**src/rtl/vm_pkg.sv**
```systemverilog
// Shared types for the multi-item vending controller: coin codes, FSM states
// and the coin-to-units mapping.
package vm_pkg;

  typedef enum logic [1:0] {
    NONE = 2'b00,
    U1   = 2'b01,
    U2   = 2'b10,
    U5   = 2'b11
  } coin_e;

  typedef enum logic [1:0] {
    IDLE,
    COLLECT,
    VEND,
    CHANGE
  } state_e;

  function automatic logic [2:0] coin_units(coin_e c);
    case (c)
      U1:      return 3'd1;
      U2:      return 3'd2;
      U5:      return 3'd5;
      default: return 3'd0;
    endcase
  endfunction

endpackage

```
**src/rtl/vending_machine_multi_if.sv**
```systemverilog
// Front-panel / dispenser signal bundle. The panel side is the master,
// the vending controller is the slave.
interface vending_machine_multi_if #(
  parameter int NUM_ITEMS = 4,
  parameter int CREDIT_W  = 4
);
  import vm_pkg::*;

  localparam int ITEM_W = (NUM_ITEMS > 1) ? $clog2(NUM_ITEMS) : 1;

  coin_e                 coin;
  logic                  sel_valid;
  logic [ITEM_W-1:0]     sel;
  logic                  cancel;
  logic                  dispense;
  logic [ITEM_W-1:0]     dispense_item;
  logic                  change;
  logic                  coin_reject;
  logic [CREDIT_W-1:0]   credit;
  logic [NUM_ITEMS-1:0]  sold_out;
  logic                  busy;

  modport master (
    output coin, sel_valid, sel, cancel,
    input  dispense, dispense_item, change, coin_reject, credit, sold_out, busy
  );

  modport slave (
    input  coin, sel_valid, sel, cancel,
    output dispense, dispense_item, change, coin_reject, credit, sold_out, busy
  );

endinterface

```
**src/rtl/vm_stock.sv**
```systemverilog
// Per-item stock down-counters. A counter decrements only when selected by
// idx while dec is high, and never wraps below zero.
module vm_stock #(
  parameter int NUM_ITEMS  = 4,
  parameter int ITEM_W     = 2,
  parameter int STOCK_W    = 4,
  parameter int INIT_STOCK = 5
) (
  input  logic                 clk,
  input  logic                 reset,
  input  logic                 dec,
  input  logic [ITEM_W-1:0]    idx,
  output logic [NUM_ITEMS-1:0] sold_out
);

  localparam logic [STOCK_W-1:0] INIT_C = STOCK_W'(INIT_STOCK);
  localparam logic [STOCK_W-1:0] ONE    = STOCK_W'(1);

  genvar gi;
  generate
    for (gi = 0; gi < NUM_ITEMS; gi++) begin : g_item
      logic [STOCK_W-1:0] count_reg;
      logic               empty_reg;

      // The empty flag is registered alongside the count so sold_out changes
      // in the same cycle as the dispense pulse.
      always_ff @(posedge clk) begin
        if (reset) begin
          count_reg <= INIT_C;
          empty_reg <= (INIT_C == '0);
        end else if (dec && (int'(idx) == gi) && (count_reg != '0)) begin
          count_reg <= count_reg - ONE;
          empty_reg <= (count_reg == ONE);
        end
      end

      assign sold_out[gi] = empty_reg;
    end
  endgenerate

endmodule

```
**src/rtl/vending_machine_multi.sv**
```systemverilog
// Multi-item vending controller: coin collection with saturation check,
// stock-gated vending, and serial one-unit change/refund pulses.
module vending_machine_multi
  import vm_pkg::*;
#(
  parameter int PRICE      = 3,
  parameter int NUM_ITEMS  = 4,
  parameter int CREDIT_W   = 4,
  parameter int STOCK_W    = 4,
  parameter int INIT_STOCK = 5
) (
  input logic                    clk,
  input logic                    reset,
  vending_machine_multi_if.slave bus
);

  localparam int ITEM_W = (NUM_ITEMS > 1) ? $clog2(NUM_ITEMS) : 1;
  localparam logic [CREDIT_W:0]   MAX_CREDIT_X = {1'b0, {CREDIT_W{1'b1}}};
  localparam logic [CREDIT_W-1:0] PRICE_C      = CREDIT_W'(PRICE);
  localparam logic [CREDIT_W-1:0] ONE          = CREDIT_W'(1);

  state_e               state_reg;
  logic [CREDIT_W-1:0]  credit_reg;
  logic                 dispense_reg;
  logic [ITEM_W-1:0]    dispense_item_reg;
  logic                 change_reg;
  logic                 coin_reject_reg;
  logic                 busy_reg;
  logic [NUM_ITEMS-1:0] stock_empty;

  logic [CREDIT_W:0]    coin_sum;
  logic                 accepting;
  logic                 coin_present;
  logic                 sel_in_range;
  logic                 vend_ok;

  // One extra bit so an overflowing coin is detected instead of wrapping.
  assign coin_sum     = {1'b0, credit_reg} + (CREDIT_W+1)'(coin_units(bus.coin));
  assign accepting    = (state_reg == IDLE) || (state_reg == COLLECT);
  assign coin_present = (bus.coin != NONE);
  assign sel_in_range = (int'(bus.sel) < NUM_ITEMS);
  assign vend_ok      = accepting && !bus.cancel && !coin_present && bus.sel_valid &&
                        (credit_reg >= PRICE_C) && sel_in_range && !stock_empty[bus.sel];

  vm_stock #(
    .NUM_ITEMS (NUM_ITEMS),
    .ITEM_W    (ITEM_W),
    .STOCK_W   (STOCK_W),
    .INIT_STOCK(INIT_STOCK)
  ) u_stock (
    .clk     (clk),
    .reset   (reset),
    .dec     (vend_ok),
    .idx     (bus.sel),
    .sold_out(stock_empty)
  );

  always_ff @(posedge clk) begin
    if (reset) begin
      state_reg         <= IDLE;
      credit_reg        <= '0;
      dispense_reg      <= 1'b0;
      dispense_item_reg <= '0;
      change_reg        <= 1'b0;
      coin_reject_reg   <= 1'b0;
      busy_reg          <= 1'b0;
    end else begin
      dispense_reg    <= 1'b0;
      change_reg      <= 1'b0;
      coin_reject_reg <= 1'b0;
      case (state_reg)
        IDLE, COLLECT: begin
          if (bus.cancel) begin
            // A coin arriving with cancel is dropped and handed back.
            coin_reject_reg <= coin_present;
            if (credit_reg != '0) begin
              state_reg  <= CHANGE;
              credit_reg <= credit_reg - ONE;
              change_reg <= 1'b1;
              busy_reg   <= 1'b1;
            end
          end else if (coin_present) begin
            if (coin_sum <= MAX_CREDIT_X) begin
              credit_reg <= coin_sum[CREDIT_W-1:0];
              state_reg  <= COLLECT;
            end else begin
              coin_reject_reg <= 1'b1;
            end
          end else if (vend_ok) begin
            credit_reg        <= credit_reg - PRICE_C;
            dispense_reg      <= 1'b1;
            dispense_item_reg <= bus.sel;
            state_reg         <= VEND;
            busy_reg          <= 1'b1;
          end
        end

        VEND, CHANGE: begin
          coin_reject_reg <= coin_present;
          if (credit_reg != '0) begin
            state_reg  <= CHANGE;
            credit_reg <= credit_reg - ONE;
            change_reg <= 1'b1;
          end else begin
            state_reg <= IDLE;
            busy_reg  <= 1'b0;
          end
        end

        default: begin
          state_reg <= IDLE;
          busy_reg  <= 1'b0;
        end
      endcase
    end
  end

  assign bus.dispense      = dispense_reg;
  assign bus.dispense_item = dispense_item_reg;
  assign bus.change        = change_reg;
  assign bus.coin_reject   = coin_reject_reg;
  assign bus.credit        = credit_reg;
  assign bus.sold_out      = stock_empty;
  assign bus.busy          = busy_reg;

endmodule
```
**src/flat_wrapper.sv**
```systemverilog
// flat-port wrapper written by rule: the top's interface ports become plain ports
module vending_machine_multi_flat import vm_pkg::*;
#(
  parameter int PRICE      = 3,
  parameter int NUM_ITEMS  = 4,
  parameter int CREDIT_W   = 4,
  parameter int STOCK_W    = 4,
  parameter int INIT_STOCK = 5
)
  (clk, reset, bus_coin, bus_sel_valid, bus_sel, bus_cancel, bus_dispense, bus_dispense_item, bus_change, bus_coin_reject, bus_credit, bus_sold_out, bus_busy);
  vending_machine_multi_if #(.NUM_ITEMS(NUM_ITEMS), .CREDIT_W(CREDIT_W)) bus_i ();
  input logic clk;
  input logic reset;
  input wire logic [$bits(bus_i.coin)-1:0] bus_coin;
  input wire logic [$bits(bus_i.sel_valid)-1:0] bus_sel_valid;
  input wire logic [$bits(bus_i.sel)-1:0] bus_sel;
  input wire logic [$bits(bus_i.cancel)-1:0] bus_cancel;
  output wire logic [$bits(bus_i.dispense)-1:0] bus_dispense;
  output wire logic [$bits(bus_i.dispense_item)-1:0] bus_dispense_item;
  output wire logic [$bits(bus_i.change)-1:0] bus_change;
  output wire logic [$bits(bus_i.coin_reject)-1:0] bus_coin_reject;
  output wire logic [$bits(bus_i.credit)-1:0] bus_credit;
  output wire logic [$bits(bus_i.sold_out)-1:0] bus_sold_out;
  output wire logic [$bits(bus_i.busy)-1:0] bus_busy;
  assign bus_i.coin = bus_coin;
  assign bus_i.sel_valid = bus_sel_valid;
  assign bus_i.sel = bus_sel;
  assign bus_i.cancel = bus_cancel;
  assign bus_dispense = bus_i.dispense;
  assign bus_dispense_item = bus_i.dispense_item;
  assign bus_change = bus_i.change;
  assign bus_coin_reject = bus_i.coin_reject;
  assign bus_credit = bus_i.credit;
  assign bus_sold_out = bus_i.sold_out;
  assign bus_busy = bus_i.busy;
  vending_machine_multi #(.PRICE(PRICE), .NUM_ITEMS(NUM_ITEMS), .CREDIT_W(CREDIT_W), .STOCK_W(STOCK_W), .INIT_STOCK(INIT_STOCK)) u_core (.clk(clk), .reset(reset), .bus(bus_i));
endmodule
```
**config.mk**
```make
export PLATFORM = sky130hd
export DESIGN_NAME = vending_machine_multi_flat
export DESIGN_NICKNAME = d
export VERILOG_FILES = /design/src/rtl/vm_pkg.sv /design/src/rtl/vending_machine_multi_if.sv /design/src/rtl/vm_stock.sv /design/src/rtl/vending_machine_multi.sv /design/src/flat_wrapper.sv
export SDC_FILE = /design/constraint.sdc
export NUM_CORES = 1
export LEC_CHECK = 0
export ABC_AREA = 1
export BUFFER_PORTS_ARGS = -buffer_cell sky130_fd_sc_hd__buf_2
export CELL_PAD_IN_SITES_DETAIL_PLACEMENT = 1
export CELL_PAD_IN_SITES_GLOBAL_PLACEMENT = 1
export CORE_MARGIN = 4
export CORE_UTILIZATION = 45
export DETAILED_ROUTE_END_ITERATION = 7
export PLACE_DENSITY_LB_ADDON = 0.05
export SYNTH_ARGS = -nofsm -noshare
export SYNTH_HDL_FRONTEND = slang
export SYNTH_SLANG_ARGS = --single-unit
```
**constraint.sdc**
```tcl
create_clock -name clk -period 5 [get_ports clk]
set_input_delay 1 -clock clk [delete_from_list [all_inputs] [get_ports clk]]
set_output_delay 1 -clock clk [all_outputs]
set_load 0.02 [all_outputs]
```
# Word-level counts from Yosys, hierarchy flattened
# Cells that the tools add are included.
dict set report totals {
  register_bits 32
  inputBits 8
  out_inout_bits 14
  word_cells 109
}
dict set report classes {
  addsub 7
  n_lt_le_gt_ge 3
  eq_ne 19
  muxes 30
  n_bitwise 3
  n_reduce_logical 32
}
# operator n
set op_table {}
lappend op_table {{$mux W4} 5}
lappend op_table {{$reduce_bool A4 Y1} 5}
lappend op_table {{$sub A4 B1 Y4 const B} 5}
lappend op_table {{$eq A4 B1 Y1 const B} 4}
lappend op_table {{$logic_and A1 B1 Y1} 13}
lappend op_table {{$eq A2 B2 Y1 const B} 6}
lappend op_table {{$mux W1} 12}
lappend op_table {{$mux W2} 6}
lappend op_table {{$pmux W3 S3} 1}
lappend op_table {{$pmux W4 S2} 1}
lappend op_table {{$reduce_and A4 Y1} 2}
lappend op_table {{$eq A2 B1 Y1 const B} 3}
lappend op_table {{$ne A3 B3 Y1 const B} 2}
lappend op_table {{$pmux W1 S2} 3}
lappend op_table {{$add A4 B3 Y5} 1}
lappend op_table {{$le A5 B4 Y1 const B} 1}
lappend op_table {{$ge A4 B2 Y1 const B} 1}
lappend op_table {{$logic_not A2 Y1} 2}
lappend op_table {{$ne A4 B3 Y1 const B} 1}
lappend op_table {{$ne A4 B4 Y1 const B} 1}
lappend op_table {{$pmux W2 S2} 1}
lappend op_table {{$reduce_or A2 Y1} 2}
lappend op_table {{$reduce_or A4 Y1} 1}
lappend op_table {{$sub A4 B2 Y4 const B} 1}
lappend op_table {{other kinds (10)} 14}

# Longest topological paths before layout
dict set report logic_depth {
  depth_word 11
  depth_mapped 12
  depth_no_buf 12
}

# Hierarchy
# Synthesis repeated with hierarchy kept, for this count alone.
dict set report unflattened {
  hier_cells 296
  hier_area_um2 2010.7
}
# mod instances cells_per_inst area_each_um2 seq_area_each_um2
set modules_own_cells {}
lappend modules_own_cells {vm_stock 1 163 1142.3 400.4}
lappend modules_own_cells {vending_machine_multi 1 133 868.3 220.2}

# Worst setup path before layout
# No wires, ideal clock.
dict set report synth_path {
  path_type {input to register}
  from {input bus_coin[0]}
  to {register u_core.credit_reg[1], in the netlist u_core.bus.credit[1]}
  setup_time_ns 0.128
  arrival_ns 2.247
  t_required_ns 4.872
  path_slack_ns 2.625
  stages 10
  n_path_buf 1
  path_cell_list {clkbuf_1 ha_1 fa_1 a21oi_1 or2_2 nor2_2 a21oi_2 nand2_1 o21ai_0 nor2_1}
}
dict set report synth_between {
  elab_chain_len 8
  elab_cells_between_ends 19
  classes_between {add/sub (1); order compare (1); eq/ne (5); mux (5); reduce/logical (7)}
}
# item line_no
set synth_rtl {}
lappend synth_rtl {{from (decl)} flat_wrapper.sv:14} ;# input wire logic [$bits(bus_i.coin)-1:0] bus_coin;
lappend synth_rtl {{parallel branches: the longest is 8 deep, another holds $add A4 B3 Y5} --}
lappend synth_rtl {{to (signal assigned)} vending_machine_multi.sv:78} ;# credit_reg <= credit_reg - ONE;
lappend synth_rtl {{to (signal assigned)} vending_machine_multi.sv:84} ;# credit_reg <= coin_sum[CREDIT_W-1:0];
lappend synth_rtl {{to (signal assigned)} vending_machine_multi.sv:90} ;# credit_reg <= credit_reg - PRICE_C;
lappend synth_rtl {{to (decl)} vending_machine_multi.sv:23} ;# logic [CREDIT_W-1:0] credit_reg;
# Parallel ways; which one is timed is not known. The select of a mux whose other input is x is not followed.
# A chain may end at the register's enable or synchronous reset.

# Worst setup path after layout
dict set report layout_path {
  from {input bus_coin[1]}
  to {register u_core.credit_reg[2], in the netlist u_core.bus.credit[2]}
}
# Same word-level chain as after synthesis.

==> results.md <==
* Routability-driven placement congestion ratio at 0.772
* Synthesis-to-layout area growth at 9.44%
* Data arrival time of the worst path at 2.52 ns
* # hold bufs at CTS at 0
* Unrepaired setup endpoints after global routing: false
* Static leakage at 1.02 nW
* Slew headroom at 0.669
* DR vias/cell at 5.09
* VDD IR max at slightly above 0.0002 V
* Startpoint Class: primary input
* IO Port Bufs at 21
* Syn Area/Cell at ~7.1 um^2
* CTS tree: yes
* Routed wire length at 4630 um
* Layout net count at 308
* Postcts setup bufs at 0
* Vias at approximately 1,700
* Remaining global-route overflow at 0
* Hold Slack at 0.450 ns
* Max Slew Vio Count at 0
* Non-Filler Instances at 336
* Worst Hold Class: reg2reg
* Clk_skew at 0.00603 ns
* Maximum clock rate at about 430 MHz
* Crit path kind: in2reg
* Post-DP HPWL at 3560 um
* Skew-Pair Late Insertion Delay at about 0.28 ns
* Share of layout cells above drive strength 1 at 0.175
* Slowest cell on the critical path: or2_2
* Drt drc at 0
* Cell variety after synth at 33
* Status: complete, no violations
* Fill cells at 550
* Register area share after synthesis at 0.325
* Syn. warnings at 0
* Measured slew at the worst slew-check pin at 0.496 ns
* Placed Cells at between 300 and 400
* Largest net degree at the start of global routing at 23
* PwrDens at ~410 nW/um^2
* Ant diodes at 0
* DRT Pass-1 Iters at 4
* Most common cell after layout, fill and taps aside: nand2_1
* Fin Setup TNS at 0 ns
* Endpoints failing setup at 0
* Cell count after synthesis at ~270
* Post-CTS sizing at 0
* Final Hold Vio Count at 0
* Largest register FFs at 16
* Detailed Route Iter0 Violations at 57
* Row cnt at 23
* Final Cycle Share at 0.461
* Max_cap viols at 0
* Vias in the first global route at 1,756
* Clock sinks at 31
* CTS Buf Count at 5
* Synth Cell Area at between 1500 and 2000 um^2
* Yosys reg bits at 31
* Wire length per cell at 13.8 um
* Clk root buf: clkbuf_8
* Initial Utilization at 0.470
* Total GRT Usage at 0.189
* Syn Nets at slightly below 300
* Worst Path Required at about 5.2 ns
* IO Pins at 22
* Die width at 73.1 um
* CP max stage delay at 0.31 ns
* CTS HTree Levels at 2
* Die height at 73.1 um
* First-pass GRT wire length at roughly 7900 um
* Clock Path Buffers at 2
* Period minus WS final at about 2.3 ns
* Die area at roughly 5300 um^2
* Clock slew at reported path FFs at 0.06 ns
* Area of the core at 4060 um^2
* Critical path cell sequence: buf_2, inv_1, nor2_1, fa_1, a21oi_1, or2_2, nor2_2, inv_2, nand2_1, nand2_1, a21oi_1
* Worst Path Max Fanout at 4
* Antenna Violating Nets Remaining at 0
* Initial antenna violation count at 0
* Most frequent cells in the layout: nand2_1 (49), inv_1 (32), dfxtp_1 (31)
* Critical Path End Type: flip-flop
## cell type report
cell class	instances	area, um^2	area share
clock buffer	5	68.8	0.0330
sequential	31	621	0.297
inverter	38	145	0.0695
timing repair buffer	22	113	0.0539
tap	50	62.6	0.0300
clock inverter	3	15.0	0.00719
multi-input combinational	187	1060	0.509
## cell families (layout without fill, tap and decap cells)
logic type / Yosys count / after routing / share of synthesized area
adder cells (fa/ha/maj): 15 / 15 / 0.102
AO/OA/AOI/OAI: 42 / 42 / 0.117
buffers and inverters: 49 / 68 / 0.117
flip-flops: 31 / 31 / 0.325
AND/OR/NAND/NOR: 122 / 122 / 0.302
XOR/XNOR: 8 / 8 / 0.0367
## worst max-delay path: cells and delay by family
family          cells  cell delay, ns
simple gates        5            0.84
buf+inv             3            0.22
compound gates      2            0.21
fa+ha+maj           1            0.25
## cell usage after synthesis
cell / instances / area share
or2_2: 1 / 0.0033
nor2_2: 2 / 0.0066
nor3b_1: 1 / 0.0039
nand3_2: 2 / 0.010
inv_1: 32 / 0.063
nand4_1: 5 / 0.016
dfxtp_1: 31 / 0.33
a211oi_1: 1 / 0.0039
and2_1: 1 / 0.0033
o21ai_1: 7 / 0.018
nor2_4: 2 / 0.012
o211ai_1: 2 / 0.0079
nor3_2: 1 / 0.0052
buf_4: 5 / 0.020
o21ai_0: 7 / 0.018
inv_2: 5 / 0.0098
a21oi_1: 23 / 0.060
nand3_1: 28 / 0.073
xor2_1: 6 / 0.028
nor2_1: 21 / 0.041
nor3_1: 4 / 0.010
nand2_1: 49 / 0.096
buf_6: 1 / 0.0059
ha_1: 14 / 0.092
nand2_4: 1 / 0.0059
clkbuf_1: 4 / 0.0079
o22ai_1: 1 / 0.0033
inv_4: 1 / 0.0033
buf_8: 1 / 0.0079
fa_1: 1 / 0.010
xnor2_1: 2 / 0.0092
nand2_2: 4 / 0.013
a21oi_2: 1 / 0.0046
## report_power, final
group	internal, W	switching, W	total, W
Combinational	0.000126	0.000219	0.000345
Sequential	0.000276	0.0000425	0.000318
Clock	0.0000951	0.0000961	0.000191
Total	0.000497	0.000358	0.000854
## through the flow
stage                      util  setup slack, ns  area, um^2  power, W
final                     0.515             2.70        2090  0.000854
after CTS                 0.515             2.69        2090  0.000864
after global placement    0.494             2.47        2000  0.000661
after detailed placement  0.494             2.41        2000  0.000671
after global routing      0.515             2.55        2090  0.000926
after floorplan               -             2.63        1910  0.000570
## final timing paths
check	to	cells past startpoint	start	slack (ns)
max reg2reg	u_core.u_stock.g_item[3].count_reg[0]	10	u_core.bus.credit[1]	3.10
min reg2reg	u_core.bus.busy	2	u_core.bus.busy	0.45
min	u_core.bus.busy	2	u_core.bus.busy	0.45
max	u_core.bus.credit[2]	11	bus_coin[1]	2.70
## routing by layer
metal,routed length [um],GRT usage,up-vias
met2,2280,0.331,19
li1,-,-,892
met3,134,0.0399,6
met4,57,0.0594,0
met1,2150,0.228,794
met5,0,0,-
No activity file was read; power rests on OpenSTA's default activity.
